**src/rtl/objects_mux_collision.sv**
```systemverilog
// Pixel compositor and per-frame collision tracker sitting between the object renderers and the VGA controller.
// Define OBJMUX_DEBUG_COLLISION_EN to paint overlap pixels red (8'hE0) instead of the composited colour.
module objects_mux_collision #(
   parameter int NUM_BALLS     = 4,
   parameter int LIVES         = 3,
   parameter int INVULN_FRAMES = 120,
   parameter int BLINK_PERIOD  = 8
) (
   input  logic                   clk,
   input  logic                   resetN,
   input  logic                   startOfFrame,
   input  logic                   playerDR,
   input  logic [7:0]             playerRGB,
   input  logic                   ropeDR,
   input  logic [7:0]             ropeRGB,
   input  logic [NUM_BALLS-1:0]   ballDR,
   input  logic [8*NUM_BALLS-1:0] ballRGB,
   input  logic [7:0]             bgRGB,
   output logic [7:0]             RGBout,
   output logic                   playerHit,
   output logic [NUM_BALLS-1:0]   ballRopeHit,
   output logic                   playerBlink,
   output logic                   playerVisible,
   output logic                   gameOver,
   output logic [1:0]             livesLeft
);

   localparam int FCW = $clog2(INVULN_FRAMES + 1);
   localparam int BCW = $clog2(BLINK_PERIOD + 1);
   localparam logic [FCW-1:0] LAST_FRAME = FCW'(INVULN_FRAMES - 1);
   localparam logic [BCW-1:0] LAST_BLINK = BCW'(BLINK_PERIOD - 1);

   typedef enum logic [1:0] {
      ST_NORMAL,
      ST_INVULN,
      ST_DEAD
   } state_t;

   state_t                 state_q, state_d;
   logic [7:0]             rgb_q, rgb_d;
   logic [7:0]             rgb_mux;
   logic                   player_ball_acc_q, player_ball_acc_d;
   logic [NUM_BALLS-1:0]   rope_ball_acc_q, rope_ball_acc_d;
   logic [NUM_BALLS-1:0]   ball_rope_hit_q, ball_rope_hit_d;
   logic                   hit_q, hit_d;
   logic                   blink_q, blink_d;
   logic [1:0]             lives_q, lives_d;
   logic [FCW-1:0]         frame_cnt_q, frame_cnt_d;
   logic [BCW-1:0]         blink_cnt_q, blink_cnt_d;
   logic                   player_ball_ovl;
   logic [NUM_BALLS-1:0]   rope_ball_ovl;

   // Lowest-indexed ball wins, so scan from the highest index down.
   always_comb begin
      rgb_mux = bgRGB;
      for (int i = NUM_BALLS - 1; i >= 0; i--) begin
         if (ballDR[i]) rgb_mux = ballRGB[8*i +: 8];
      end
      if (ropeDR)   rgb_mux = ropeRGB;
      if (playerDR) rgb_mux = playerRGB;
   end

   assign player_ball_ovl = playerDR & (|ballDR);
   assign rope_ball_ovl   = {NUM_BALLS{ropeDR}} & ballDR;

   always_comb begin
      rgb_d = rgb_mux;
`ifdef OBJMUX_DEBUG_COLLISION_EN
      if (player_ball_ovl | (ropeDR & (|ballDR))) rgb_d = 8'hE0;
`endif
   end

   // An overlap on the startOfFrame cycle seeds the freshly cleared accumulator.
   always_comb begin
      player_ball_acc_d = player_ball_acc_q | player_ball_ovl;
      rope_ball_acc_d   = rope_ball_acc_q | rope_ball_ovl;
      ball_rope_hit_d   = '0;
      if (startOfFrame) begin
         player_ball_acc_d = player_ball_ovl;
         rope_ball_acc_d   = rope_ball_ovl;
         ball_rope_hit_d   = rope_ball_acc_q;
      end
   end

   always_comb begin
      state_d     = state_q;
      lives_d     = lives_q;
      frame_cnt_d = frame_cnt_q;
      blink_cnt_d = blink_cnt_q;
      blink_d     = blink_q;
      hit_d       = 1'b0;
      if (startOfFrame) begin
         case (state_q)
            ST_NORMAL: begin
               if (player_ball_acc_q) begin
                  hit_d = 1'b1;
                  if (lives_q <= 2'd1) begin
                     lives_d = 2'd0;
                     state_d = ST_DEAD;
                     blink_d = 1'b0;
                  end else begin
                     lives_d     = lives_q - 2'd1;
                     state_d     = ST_INVULN;
                     frame_cnt_d = '0;
                     blink_cnt_d = '0;
                     blink_d     = 1'b1;
                  end
               end
            end
            ST_INVULN: begin
               if (frame_cnt_q == LAST_FRAME) begin
                  state_d = ST_NORMAL;
                  blink_d = 1'b0;
               end else begin
                  frame_cnt_d = frame_cnt_q + 1'b1;
                  if (blink_cnt_q == LAST_BLINK) begin
                     blink_cnt_d = '0;
                     blink_d     = ~blink_q;
                  end else begin
                     blink_cnt_d = blink_cnt_q + 1'b1;
                  end
               end
            end
            ST_DEAD: begin
               blink_d = 1'b0;
            end
            default: begin
               state_d = ST_NORMAL;
            end
         endcase
      end
   end

   always_ff @(posedge clk or negedge resetN) begin
      if (!resetN) begin
         state_q           <= ST_NORMAL;
         rgb_q             <= 8'h00;
         player_ball_acc_q <= 1'b0;
         rope_ball_acc_q   <= '0;
         ball_rope_hit_q   <= '0;
         hit_q             <= 1'b0;
         blink_q           <= 1'b0;
         lives_q           <= 2'(LIVES);
         frame_cnt_q       <= '0;
         blink_cnt_q       <= '0;
      end else begin
         state_q           <= state_d;
         rgb_q             <= rgb_d;
         player_ball_acc_q <= player_ball_acc_d;
         rope_ball_acc_q   <= rope_ball_acc_d;
         ball_rope_hit_q   <= ball_rope_hit_d;
         hit_q             <= hit_d;
         blink_q           <= blink_d;
         lives_q           <= lives_d;
         frame_cnt_q       <= frame_cnt_d;
         blink_cnt_q       <= blink_cnt_d;
      end
   end

   assign RGBout        = rgb_q;
   assign playerHit     = hit_q;
   assign ballRopeHit   = ball_rope_hit_q;
   assign playerBlink   = blink_q;
   assign playerVisible = (state_q != ST_DEAD);
   assign gameOver      = (state_q == ST_DEAD);
   assign livesLeft     = lives_q;

endmodule

```
**config.mk**
```make
export PLATFORM = sky130hd
export DESIGN_NAME = objects_mux_collision
export DESIGN_NICKNAME = d
export VERILOG_FILES = /design/src/rtl/objects_mux_collision.sv
export SDC_FILE = /design/constraint.sdc
export NUM_CORES = 1
export LEC_CHECK = 0
export CAP_MARGIN = 25
export CORE_AREA = 4 4 74 76
export DETAILED_ROUTE_END_ITERATION = 8
export DIE_AREA = 0 0 78 80
export PLACE_DENSITY = 0.87
export SLEW_MARGIN = 20
export SYNTH_ARGS = -nofsm -noshare
export SYNTH_HDL_FRONTEND = slang
export SYNTH_SLANG_ARGS = --single-unit
export TNS_END_PERCENT = 10
```
**constraint.sdc**
```tcl
create_clock -name clk -period 2.2 [get_ports clk]
set_input_delay 0.44 -clock clk [delete_from_list [all_inputs] [get_ports clk]]
set_output_delay 0.44 -clock clk [all_outputs]
set_load 0.005 [all_outputs]
```
After elaboration in Yosys (flattened, before gate mapping)
Cells that the tools add are included.

Flip-flop bits (word level): 34. Input port bits: 65. Output and inout bits: 18. Logic and storage cells: 69.

$add $sub $neg: 3. Order comparisons: 1. Equality and inequality tests: 10. Mux-type cells: 31. Bitwise operators: 6. Reduce and logical (&&, ||, !) cells: 8.

Operators with widths (number): $mux W8 (6); $mux W4 (6); $mux W7 (3); $pmux W7 S2 (1); $ne A2 B2 Y1 const B (5); $mux W1 (8); $mux W2 (4); $pmux W4 S2 (1); $reduce_and A4 Y1 (2); $add A7 B1 Y7 const B (1); $eq A7 B7 Y1 const B (1); $pmux W2 S3 (1); $reduce_and A5 Y1 (1); $add A4 B1 Y4 const B (1); $and A4 B4 Y4 (1); $eq A4 B3 Y1 const B (1); $or A4 B4 Y4 (1); $reduce_or A4 Y1 (1); $ne A3 B3 Y1 const B (1); $pmux W1 S3 (1); $reduce_and A3 Y1 (1); $reduce_bool A3 Y1 (1); $eq A2 B1 Y1 const B (1); $eq A2 B2 Y1 const B (1); 7 further kinds (8).

Depth between registers and ports, before layout
Gate-level depths: netlist (run 1).

Depth after elaboration: 6. Gate-level depth with buffers: 7. Depth with buffers taken out: 7.

Worst setup path before layout (run 1)
No wires, ideal clock.

Path kind: register to register. Start: reg state_q[0]. End: reg frame_cnt_q[3]. Library setup time: 0.079 ns. Arrival: 1.556 ns. Required time: 2.121 ns. Setup slack: 0.564 ns. Stages on the path, launching flop included: 7. Buffers on the path: 0. Clock period less this slack: 1.636 ns. Path through: dfrtp_1 > inv_1 > ha_1 > a21boi_2 > or2b_2 > nor3_2 > mux2i_1.

Word-level cells in the longest chain between the ends: 3. Elaborated cells on any way between the ends: 8. Classes of those cells: 4 x eq/ne; 1 x mux; 3 x reduce/logical.

RTL lines: from (decl) (RTL line 39) `state_t state_q, state_d;`; from (signal assigned) (RTL line 147) `state_q <= state_d;`; $eq A2 B1 Y1 / $logic_not A2 Y1 (equally long branches) (RTL line 93) `case (state_q)`; $ne A2 B2 Y1 (no source line) / $reduce_bool A2 Y1 (equally long branches); $reduce_and A5 Y1 (no source line); to (signal assigned) (RTL line 155) `frame_cnt_q <= frame_cnt_d;`; to (decl) (RTL line 48) `logic [FCW-1:0] frame_cnt_q, frame_cnt_d;`.

Parallel ways exist; a longest one is shown, timed or not. A chain may end at the register's enable or synchronous reset.

Worst setup path in the final report (run 1)
Start: reg state_q[0]. End: out playerVisible.

Word-level cells in the longest chain between the ends: 1.

RTL lines: $ne A2 B2 Y1 (RTL line 164) `assign playerVisible = (state_q != ST_DEAD);`; to (decl) (RTL line 23) `output logic playerVisible,`.

No other way between the ends.

==> metrics.md, run 1 <==
| Metric | Value |
|---|---|
| Most used flip-flop cell after synthesis | dfrtp_1 |
| Post-DRT Antenna Nets | 0 |
| Setup repair after global routing missed its margin | false |
| H-tree levels | 2 |
| Grt total ovfl | 0 |
| Tot Pwr | 1.87 mW |
| # port buffers | 82 |
| Post-CTS Hold Buffers | 0 |
| CP arrival | 1.54 ns |
| Switch share | 25.8% |
| Die X | 78 µm |
| Vias in the first global route | 1897 |
| Standard-cell rows | 25 |
| Clock period minus worst slack | 1.98 ns |
| FFs w/ async S/R, synth | 100% |
| Most frequent cells in the layout | 82 x clkdlybuf4s50_1, 32 x dfrtp_1, 20 x nand2_1, 15 x o21ai_1, 12 x mux2i_1 |
| Hpwl dp | 4.14 mm |
| WL per Instance | 14.0 µm |
| Initial antenna violation count | 0 |
| Hold WC Path Type | flop to flop |
| Filler cells | 361 |
| CTS tree | yes |
| P_sw | 482 µW |
| Clock latency on the worst-skew pair | 0.28 ns |
| Hold_ws | 0.481 ns |
| Status | finished clean |
| Clk sinks | 34 |
| Reg power frac | 39.8% |
| Yosys Warn Count | 0 |
| Inst Count DP | 347 |
| Sequential cell area | 853 µm² |
| Clock Skew | 0.0147 ns |
| Initial Util | 42.8% |
| Part of the power in the clock network | 30.6% |
| CP most frequent cell | inv_1 |
| Initial DRC Count | 60 |
| Mapped cell area | 2020 µm² |
| Pre-Repair DR Iteration Count | 4 |
| Die ar. | 6240 µm² |
| Flops & latches, synth | 34 |
| Synthesized Nets | 269 |
| Drt drc | 0 |
| Pleak | 1.34 nW |
| Setup crit end kind | output port |
| CTS buffer count | 5 |
| Clock root buffer | clkbuf_8 |
| Crit share post-route | 90.2% |
| Post_cts resized | 0 |
| Clock-pin slew on the worst setup and hold paths | 0.08 ns |
| Final hold vios | 0 |
| CP max stage cell | clkdlybuf4s50_1 |
| Critical path type | flop to output port |
| Vias per std cell | 5.14 |
| Slew @ Worst Pin | 0.517 ns |
| Slew margin rel. | 65.3% |
| Commonest non-fill, non-tap cell in the layout | clkdlybuf4s50_1 |
| First-pass GRT wire length | 8.27 mm |
| Cell internal pwr | 1.39 mW |
| Fin nets | 358 |
| Worst EP required | 1.76 ns |
| Syn Area/Cell | 10.2 µm² |
| Share of post-route cells with drive strength above 1 | 13.9% |
| CP Max Fanout | 3 |
| Peak Freq | 504 MHz |
| Die Y | 80 µm |
| Setup TNS | 0 ns |
| I/O pin cnt | 83 |
| Syn-to-layout area delta | 52.2% |
| Final Wtd Congestion | 0.826 |
| EDFF count, synth | 0 |
| Cell count after synthesis | 198 |
| Non-Filler Instances | 354 |
| Max cap viols | 0 |
| Via count | 1820 |
| CP max stage delay | 0.50 ns |
| Largest net degree at the start of global routing | 35 |
| Crit start category | flop |
| CTS max path bufs | 2 |
| Multi-input gate area | 1080 µm² |
| PwrDens | 608 nW/µm² |
| Peak supply drop | 0.529 mV |
| Setup slack at placement | 0.128 ns |
| Comb pwr share | 29.6% |
| Tot GR Track Use | 16.6% |
| Sequential share of the synthesized area | 42.2% |
| Placeable Area | 4720 µm² |
| Final Max Slew Viols | 0 |
| Final Setup Violations | 0 |
| Number of antenna diodes | 0 |
| Post-synth cell types | 51 |
| DRT Wirelength | 4.97 mm |
| Postcts setup bufs | 0 |
| CP cell instances | inv_1 > ha_1 > inv_1 > clkdlybuf4s50_1 |
| Worst Slack Setup Final | 0.215 ns |
## registers in the layout, summed over array words and instances (netlist names)
signal,flops
blink_cnt_q,4
state_q,2
RGBout,8
ballRopeHit,4
frame_cnt_q,7
livesLeft,2
player_ball_acc_q,1
playerBlink,1
playerHit,1
rope_ball_acc_q,4
## worst paths after layout
kind	slack [ns]	from	cells past startpoint	end
worst max-delay path	0.22	state_q[0]	4	playerVisible
worst min-delay path	0.48	livesLeft[0]	2	livesLeft[0]
worst max register to register	0.35	state_q[0]	6	frame_cnt_q[3]
worst min register to register	0.48	livesLeft[0]	2	livesLeft[0]
max in group asynchronous	1.30	resetN	2	livesLeft[1]
min in group asynchronous	0.56	resetN	2	playerBlink
## cells in the mapped netlist, drive strengths merged, types with 3 or more instances
master	instances	area (µm²)
a221o	9	90.1
clkbuf	4	15.0
mux2i	12	120
nand2	20	75.1
ha	6	75.1
nand3b	4	30.0
nand2b	3	18.8
nor4	3	25.0
o21ai	16	91.3
dfrtp	32	801
a22oi	7	52.6
buf	6	35.0
nor2	11	43.8
inv	10	37.5
nand3	8	50.1
nand4	3	18.8
mux2	9	131
nor3	4	30.0
and2	4	25.0
## logic make-up after synthesis
family          synth area share, %
simple gates                   19.2
compound gates                 17.0
fa+ha+maj                      3.71
buf+inv                        4.58
xor+xnor                      0.866
mux                            12.4
flops                          42.2
## stage by stage
| step | util (%) | area, µm² |
|---|---|---|
| 3_3_place_gp | 62.8 | 2960 |
| 3_5_place_dp | 62.8 | 2960 |
| 5_1_grt | 65.1 | 3080 |
| 4_1_cts | 65.1 | 3080 |
| 6_report | 65.1 | 3080 |
| 2_1_floorplan | - | 2020 |
## metal layers
metal / global-route usage, % / routed length, µm
met3: 6.77 / 504
met4: 3.85 / 64
met2: 31.8 / 2540
met1: 16.6 / 1860
met5: 0 / 0
## power groups by stage
stage | combinational (mW) | clock, mW | sequential [mW]
floorplan | 0.278 | 0 | 0.748
global placement | 0.545 | 0 | 0.751
detailed placement | 0.559 | 0 | 0.755
CTS | 0.561 | 0.581 | 0.744
global route | 0.610 | 0.608 | 0.753
finish | 0.553 | 0.573 | 0.744
## area by class of cell
| class | instances | share of cell area [%] |
|---|---|---|
| flip-flops and latches | 34 | 27.7 |
| multi-input cells | 143 | 35.0 |
| clock buffers | 6 | 2.68 |
| repair buffers | 92 | 29.5 |
| clock inverters | 1 | 0.976 |
| inverters | 11 | 1.38 |
| well taps | 67 | 2.72 |
## critical path: cells and delay by family (launching register included)
| kind | cells | cell delay (ns) |
|---|---|---|
| DFF | 1 | 0.39 |
| adders and majority gates | 1 | 0.21 |
| buffers and inverters | 3 | 0.67 |
No activity file was read; power rests on OpenSTA's default activity.
==> inputs of run 2 (changes only) <==
--- a/config.mk
+++ b/config.mk
@@ -6,10 +6,13 @@
 export NUM_CORES = 1
 export LEC_CHECK = 0
 export CAP_MARGIN = 25
-export CORE_AREA = 4 4 74 76
+export CORE_AREA = 4 4 73 75
+export CTS_BUF_LIST = sky130_fd_sc_hd__clkbuf_8
 export DETAILED_ROUTE_END_ITERATION = 8
-export DIE_AREA = 0 0 78 80
-export PLACE_DENSITY = 0.87
+export DIE_AREA = 0 0 77 79
+export HOLD_SLACK_MARGIN = 0.05
+export PLACE_DENSITY = 0.89
+export RECOVER_POWER = 100
 export SLEW_MARGIN = 20
 export SYNTH_ARGS = -nofsm -noshare
 export SYNTH_HDL_FRONTEND = slang
==> run 2 against run 1 <==
  * Combinational power decreased by 7.1%
  * Critical path depth stayed put
  * Highest routed layer unchanged
  * Sequential power is essentially flat
  * Critical path type unchanged
  * Design area shrank 3.5%
  * Utilization is 1.4 points lower
  * Via count grew 1.6%
  * Clock-buffer cell count did not move
  * Die area fell by 2.5%
  * First-iteration DRC count is 52% higher
  * Largest cell class unchanged
  * Non-clock buffer count down 1
  * Largest power group unchanged
  * Global-route usage increased by 0.13 points
  * Worst hold slack improved by 0.0057 ns
==> metrics.md, run 2 (same netlist as run 1, synthesis figures left out) <==
| Metric | Value |
|---|---|
| Share of post-route cells with drive strength above 1 | 9.06% (was 13.9%) |
| Standard-cell rows | 25 (unchanged) |
| Post-CTS Hold Buffers | 0 (unchanged) |
| Most frequent cells in the layout | 63 x clkdlybuf4s50_1, 32 x dfrtp_1, 20 x nand2_1, 19 x dlygate4sd3_1, 12 x mux2i_1 (was 82 x clkdlybuf4s50_1, 32 x dfrtp_1, 20 x nand2_1, 15 x o21ai_1, 12 x mux2i_1) |
| DRT Wirelength | 5.00 mm (was 4.97 mm) |
| Clk sinks | 34 (unchanged) |
| Placeable Area | 4660 µm² (was 4720 µm²) |
| Slew @ Worst Pin | 0.814 ns (was 0.517 ns) |
| Peak supply drop | 0.260 mV (was 0.529 mV) |
| Pleak | 1.31 nW (was 1.34 nW) |
| Clock-pin slew on the worst setup and hold paths | 0.07 ns (was 0.08 ns) |
| Hpwl dp | 4.12 mm (was 4.14 mm) |
| Worst path top cell family by delay | buffers and inverters (unchanged) |
| Non-Filler Instances | 341 (was 354) |
| Final hold vios | 0 (unchanged) |
| Fin nets | 357 (was 358) |
| Setup repair after global routing missed its margin | false (unchanged) |
| # port buffers | 82 (unchanged) |
| Crit start category | flop (unchanged) |
| Initial antenna violation count | 0 (unchanged) |
| CP cell instances | inv_1 > ha_1 > inv_1 > dlygate4sd3_1 (was inv_1 > ha_1 > inv_1 > clkdlybuf4s50_1) |
| Vias per std cell | 5.43 (was 5.14) |
| CP max stage delay | 0.56 ns (was 0.50 ns) |
| CP Max Fanout | 3 (unchanged) |
| H-tree levels | 2 (unchanged) |
| Buf+Inv Stages, Crit Path | 3 (unchanged) |
| PwrDens | 582 nW/µm² (was 608 nW/µm²) |
| Tot GR Track Use | 16.7% (was 16.6%) |
| I/O pin cnt | 83 (unchanged) |
| Max cap viols | 0 (unchanged) |
| CP arrival | 1.57 ns (was 1.54 ns) |
| Clock Skew | 0.00607 ns (was 0.0147 ns) |
| Slew margin rel. | 45.7% (was 65.3%) |
| Clock period minus worst slack | 2.01 ns (was 1.98 ns) |
| Postcts setup bufs | 0 (unchanged) |
| Initial DRC Count | 91 (was 60) |
| Drt drc | 0 (unchanged) |
| Post-DRT Antenna Nets | 0 (unchanged) |
| CP most frequent cell | inv_1 (unchanged) |
| Commonest non-fill, non-tap cell in the layout | clkdlybuf4s50_1 (unchanged) |
| Max reg flops | 8 (unchanged) |
| Number of antenna diodes | 0 (unchanged) |
| Syn-to-layout area delta | 46.8% (was 52.2%) |
| Initial Util | 43.4% (was 42.8%) |
| Finished Core Util | 63.7% (was 65.1%) |
| WL per Instance | 14.7 µm (was 14.0 µm) |
| CTS max path bufs | 2 (unchanged) |
| Pre-Repair DR Iteration Count | 4 (unchanged) |
| Hold WC Path Type | flop to flop (unchanged) |
| First-pass GRT wire length | 8.09 mm (was 8.27 mm) |
| Largest net degree at the start of global routing | 35 (unchanged) |
| CP max stage cell | dlygate4sd3_1 (was clkdlybuf4s50_1) |
| Clock root buffer | clkbuf_8 (unchanged) |
| Peak Freq | 497 MHz (was 504 MHz) |
| Status | finished clean (unchanged) |
| Setup TNS | 0 ns (unchanged) |
| Via count | 1850 (was 1820) |
| Post_cts resized | 0 (unchanged) |
| Crit share post-route | 91.5% (was 90.2%) |
| Die ar. | 6080 µm² (was 6240 µm²) |
| Vias in the first global route | 1896 (was 1897) |
| Die X | 77 µm (was 78 µm) |
| Setup crit end kind | output port (unchanged) |
| Final Wtd Congestion | 0.815 (was 0.826) |
| Clock latency on the worst-skew pair | 0.29 ns (was 0.28 ns) |
| Die Y | 79 µm (was 80 µm) |
| CTS tree | yes (unchanged) |
| Worst EP required | 1.76 ns (about the same) |
| CTS buffer count | 5 (unchanged) |
| Final Setup Violations | 0 (unchanged) |
| Inst Count DP | 333 (was 347) |
| Critical path type | flop to output port (unchanged) |
| Final Max Slew Viols | 0 (unchanged) |
| Grt total ovfl | 0 (unchanged) |
## run 2: cell types whose count changed in the layout (fill, tap and decap cells not counted), sizes merged
cell / change
clkdlybuf4s50: -19
dlygate4sd3: +19
buf: -4
clkbuf: +3
bufinv: -1
clkinvlp: +1
inv: +1
## run 2: area by class of cell
cell class	instances	area [µm²]
inverters	11	42.5
fillers	376	1690
repair buffers	91	880
multi-input cells	143	1030
well taps	54	67.6
clock buffers	6	82.6
clock inverters	2	8.76
flip-flops and latches	34	853
## run 2: layer usage
metal / track usage [%] / wire [µm] / vias up
met5: 0 / 0 / -
met4: 7.65 / 105 / 0
met3: 5.90 / 490 / 11
met2: 31.0 / 2540 / 83
met1: 16.7 / 1860 / 864
li1: - / - / 892
## run 2: final timing paths
| check | from | to | slack [ns] | cells past startpoint |
|---|---|---|---|---|
| worst max-delay path | state_q[0] | playerVisible | 0.19 | 4 |
| worst min-delay path | rope_ball_acc_q[3] | ballRopeHit[3] | 0.49 | 1 |
| worst max register to register | state_q[1] | blink_cnt_q[3] | 0.36 | 7 |
| worst min register to register | rope_ball_acc_q[3] | ballRopeHit[3] | 0.49 | 1 |
| max in group asynchronous | resetN | frame_cnt_q[2] | 0.91 | 2 |
| min in group asynchronous | resetN | playerBlink | 0.77 | 2 |
## run 2: stage by stage
step	power (mW)	hold slack, ns	setup WS [ns]	instance area, µm²
6_report	1.73	0.487	0.188	2970
5_1_grt	1.83	0.512	0.115	2970
4_1_cts	1.78	0.489	0.237	3030
3_5_place_dp	1.32	0.473	0.113	2940
3_3_place_gp	1.29	0.466	0.127	2940
2_1_floorplan	1.03	0.144	0.564	2020
## run 2: worst reg2reg max path, stage by stage, from the launching register on
cell        delay, ns
dfrtp_1          0.41
inv_1            0.11
ha_1             0.28
nand3_1          0.17
clkinvlp_2       0.12
a32oi_1          0.08
or4_1            0.51
nand3_1          0.09
## run 2: report_power, final
part	switching (mW)	internal, mW
registers	0.0494	0.694
clock network	0.224	0.248
logic	0.216	0.298
total	0.489	1.24
==> inputs of run 3 (changes only) <==
--- a/config.mk
+++ b/config.mk
@@ -13,6 +13,7 @@
 export HOLD_SLACK_MARGIN = 0.05
 export PLACE_DENSITY = 0.89
 export RECOVER_POWER = 100
+export REMOVE_ABC_BUFFERS = 1
 export SLEW_MARGIN = 20
 export SYNTH_ARGS = -nofsm -noshare
 export SYNTH_HDL_FRONTEND = slang
==> run 3 against run 2 <==
  * Total power increased by 1.1%
  * Die area unchanged
  * Register-to-register slack got worse by 0.05 ns
  * Largest cell class unchanged
  * Worst hold slack about the same
  * Combinational power increased by 2%
  * Via count decreased by 1.2%
==> metrics.md, run 3 (same netlist as run 1, synthesis figures left out) <==
| Metric | Value |
|---|---|
| Status | finished clean (unchanged) |
| Drt drc | 0 (unchanged) |
| Setup repair after global routing missed its margin | false (unchanged) |
| Sequential cell area | 853 µm² (unchanged) |
| Met3 WL | 536 µm (was 490 µm) |
| Initial antenna violation count | 0 (unchanged) |
| Number of antenna diodes | 0 (unchanged) |
| First-pass GRT wire length | 8.85 mm (was 8.09 mm) |
| Worst r2r dst | frame_cnt_q[3] (was blink_cnt_q[3]) |
| Worst EP required | 1.76 ns (about the same) |
| Clock root buffer | clkbuf_8 (unchanged) |
| CTS tree | yes (unchanged) |
| Max cap viols | 0 (unchanged) |
| Setup slack at placement | 0.135 ns (was 0.113 ns) |
| Commonest non-fill, non-tap cell in the layout | clkdlybuf4s50_1 (unchanged) |
| Clock period minus worst slack | 2.02 ns (was 2.01 ns) |
| Largest net degree at the start of global routing | 35 (unchanged) |
| Die ar. | 6080 µm² (unchanged) |
| WL met2 | 2.66 mm (was 2.54 mm) |
| Post-CTS Hold Buffers | 0 (unchanged) |
| DRT Wirelength | 5.14 mm (was 5.00 mm) |
| Setup crit end kind | output port (unchanged) |
| Final Setup Violations | 0 (unchanged) |
| Vias per std cell | 5.35 (was 5.43) |
| Multi-input gate area | 1020 µm² (was 1030 µm²) |
| Slew @ Worst Pin | 0.791 ns (was 0.814 ns) |
| Worst reg2reg path depth | 6 (was 7) |
| FF-to-FF Start | state_q[0] (was state_q[1]) |
| Peak supply drop | 0.252 mV (was 0.260 mV) |
| Clk sinks | 34 (unchanged) |
| WL per Instance | 15.0 µm (was 14.7 µm) |
| Placeable Area | 4660 µm² (unchanged) |
| Clock latency on the worst-skew pair | 0.29 ns (about the same) |
| Critical path type | flop to output port (unchanged) |
| Worst Hold Depth | 1 (unchanged) |
| Vias in the first global route | 1960 (was 1896) |
| Die Y | 79 µm (unchanged) |
| Pleak | 1.30 nW (was 1.31 nW) |
| Finished Core Util | 63.6% (was 63.7%) |
| Peak Freq | 495 MHz (was 497 MHz) |
| Clock Skew | 0.00503 ns (was 0.00607 ns) |
| Crit start category | flop (unchanged) |
| Non-Filler Instances | 342 (was 341) |
| Worst Slack Setup Final | 0.179 ns (was 0.188 ns) |
| CTS buffer count | 5 (unchanged) |
| PwrDens | 590 nW/µm² (was 582 nW/µm²) |
| Standard-cell rows | 25 (unchanged) |
| CP Max Fanout | 3 (unchanged) |
| Slew margin rel. | 47.3% (was 45.7%) |
| Final hold vios | 0 (unchanged) |
| Topmost layer with routed signal wires | met4 (unchanged) |
| Most frequent cells in the layout | 65 x clkdlybuf4s50_1, 32 x dfrtp_1, 20 x nand2_1, 17 x dlygate4sd3_1, 12 x mux2i_1 (was 63 x clkdlybuf4s50_1, 32 x dfrtp_1, 20 x nand2_1, 19 x dlygate4sd3_1, 12 x mux2i_1) |
| Die X | 77 µm (unchanged) |
| Crit share post-route | 91.9% (was 91.5%) |
| # port buffers | 82 (unchanged) |
| Grt total ovfl | 0 (unchanged) |
| R2r setup slk | 0.31 ns (was 0.36 ns) |
| Met1 wire length | 1.83 mm (was 1.86 mm) |
| Setup crit start | state_q[0] (unchanged) |
| H-tree levels | 2 (unchanged) |
| Max reg flops | 8 (unchanged) |
| Post_cts resized | 0 (unchanged) |
| Inst Count DP | 334 (was 333) |
| Filler cells | 366 (was 376) |
| CTS max path bufs | 2 (unchanged) |
| Syn-to-layout area delta | 46.6% (was 46.8%) |
| Final Wtd Congestion | 0.846 (was 0.815) |
| Setup TNS | 0 ns (unchanged) |
| Share of post-route cells with drive strength above 1 | 9.03% (was 9.06%) |
| Initial Util | 43.4% (unchanged) |
| Hold WC Path Type | flop to flop (unchanged) |
| Hold_ws | 0.486 ns (was 0.487 ns) |
| Final Max Slew Viols | 0 (unchanged) |
| Initial DRC Count | 63 (was 91) |
| I/O pin cnt | 83 (unchanged) |
| Postcts setup bufs | 0 (unchanged) |
| Via count | 1828 (was 1850) |
| Tot GR Track Use | 18.4% (was 16.7%) |
| CP arrival | 1.58 ns (was 1.57 ns) |
| Pre-Repair DR Iteration Count | 4 (unchanged) |
| Clock-pin slew on the worst setup and hold paths | 0.07 ns (about the same) |
| Fin nets | 358 (was 357) |
| Post-DRT Antenna Nets | 0 (unchanged) |
| Hpwl dp | 4.22 mm (was 4.12 mm) |
| Setup crit end | playerVisible (unchanged) |
## run 3: layout make-up
cell class                 count  share of cell area [%]
tap                           54                    2.28
sequential                    34                    28.8
multi-input combinational    143                    34.4
timing repair buffer          92                    29.9
clock buffer                   6                    2.79
inverter                      11                    1.44
clock inverter                 2                   0.422
## run 3: through the flow
stage | power (mW) | area, µm²
2_1_floorplan | 1.00 | 1970
3_5_place_dp | 1.32 | 2950
5_1_grt | 1.87 | 2960
6_report | 1.75 | 2960
4_1_cts | 1.81 | 3040
3_3_place_gp | 1.30 | 2950
## run 3: how the worst min path moves through the flow
stage | start | end | slack [ns]
floorplan | resetN | RGBout[0] | 0.14
global placement | rope_ball_acc_q[1] | ballRopeHit[1] | 0.47
detailed placement | rope_ball_acc_q[1] | ballRopeHit[1] | 0.47
CTS | rope_ball_acc_q[1] | ballRopeHit[1] | 0.49
global route | rope_ball_acc_q[2] | ballRopeHit[2] | 0.51
finish | rope_ball_acc_q[1] | ballRopeHit[1] | 0.49
## run 3: per-layer routing
| metal | up-vias | global-route usage (%) |
|---|---|---|
| met1 | 836 | 18.2 |
| met4 | 0 | 6.94 |
| met5 | - | 0 |
| li1 | 895 | - |
| met2 | 84 | 34.2 |
| met3 | 13 | 7.71 |
## run 3: worst max-delay path, stage by stage (launching register included)
cell and delay, ns:
dfrtp_1 0.38, inv_1 0.09, ha_1 0.21, inv_1 0.11, clkdlybuf4s50_1 0.51
## run 3: power by group
part / total (mW) / switching (mW) / internal [mW]
Combinational: 0.522 / 0.219 / 0.303
Clock: 0.482 / 0.231 / 0.251
Sequential: 0.744 / 0.0499 / 0.694
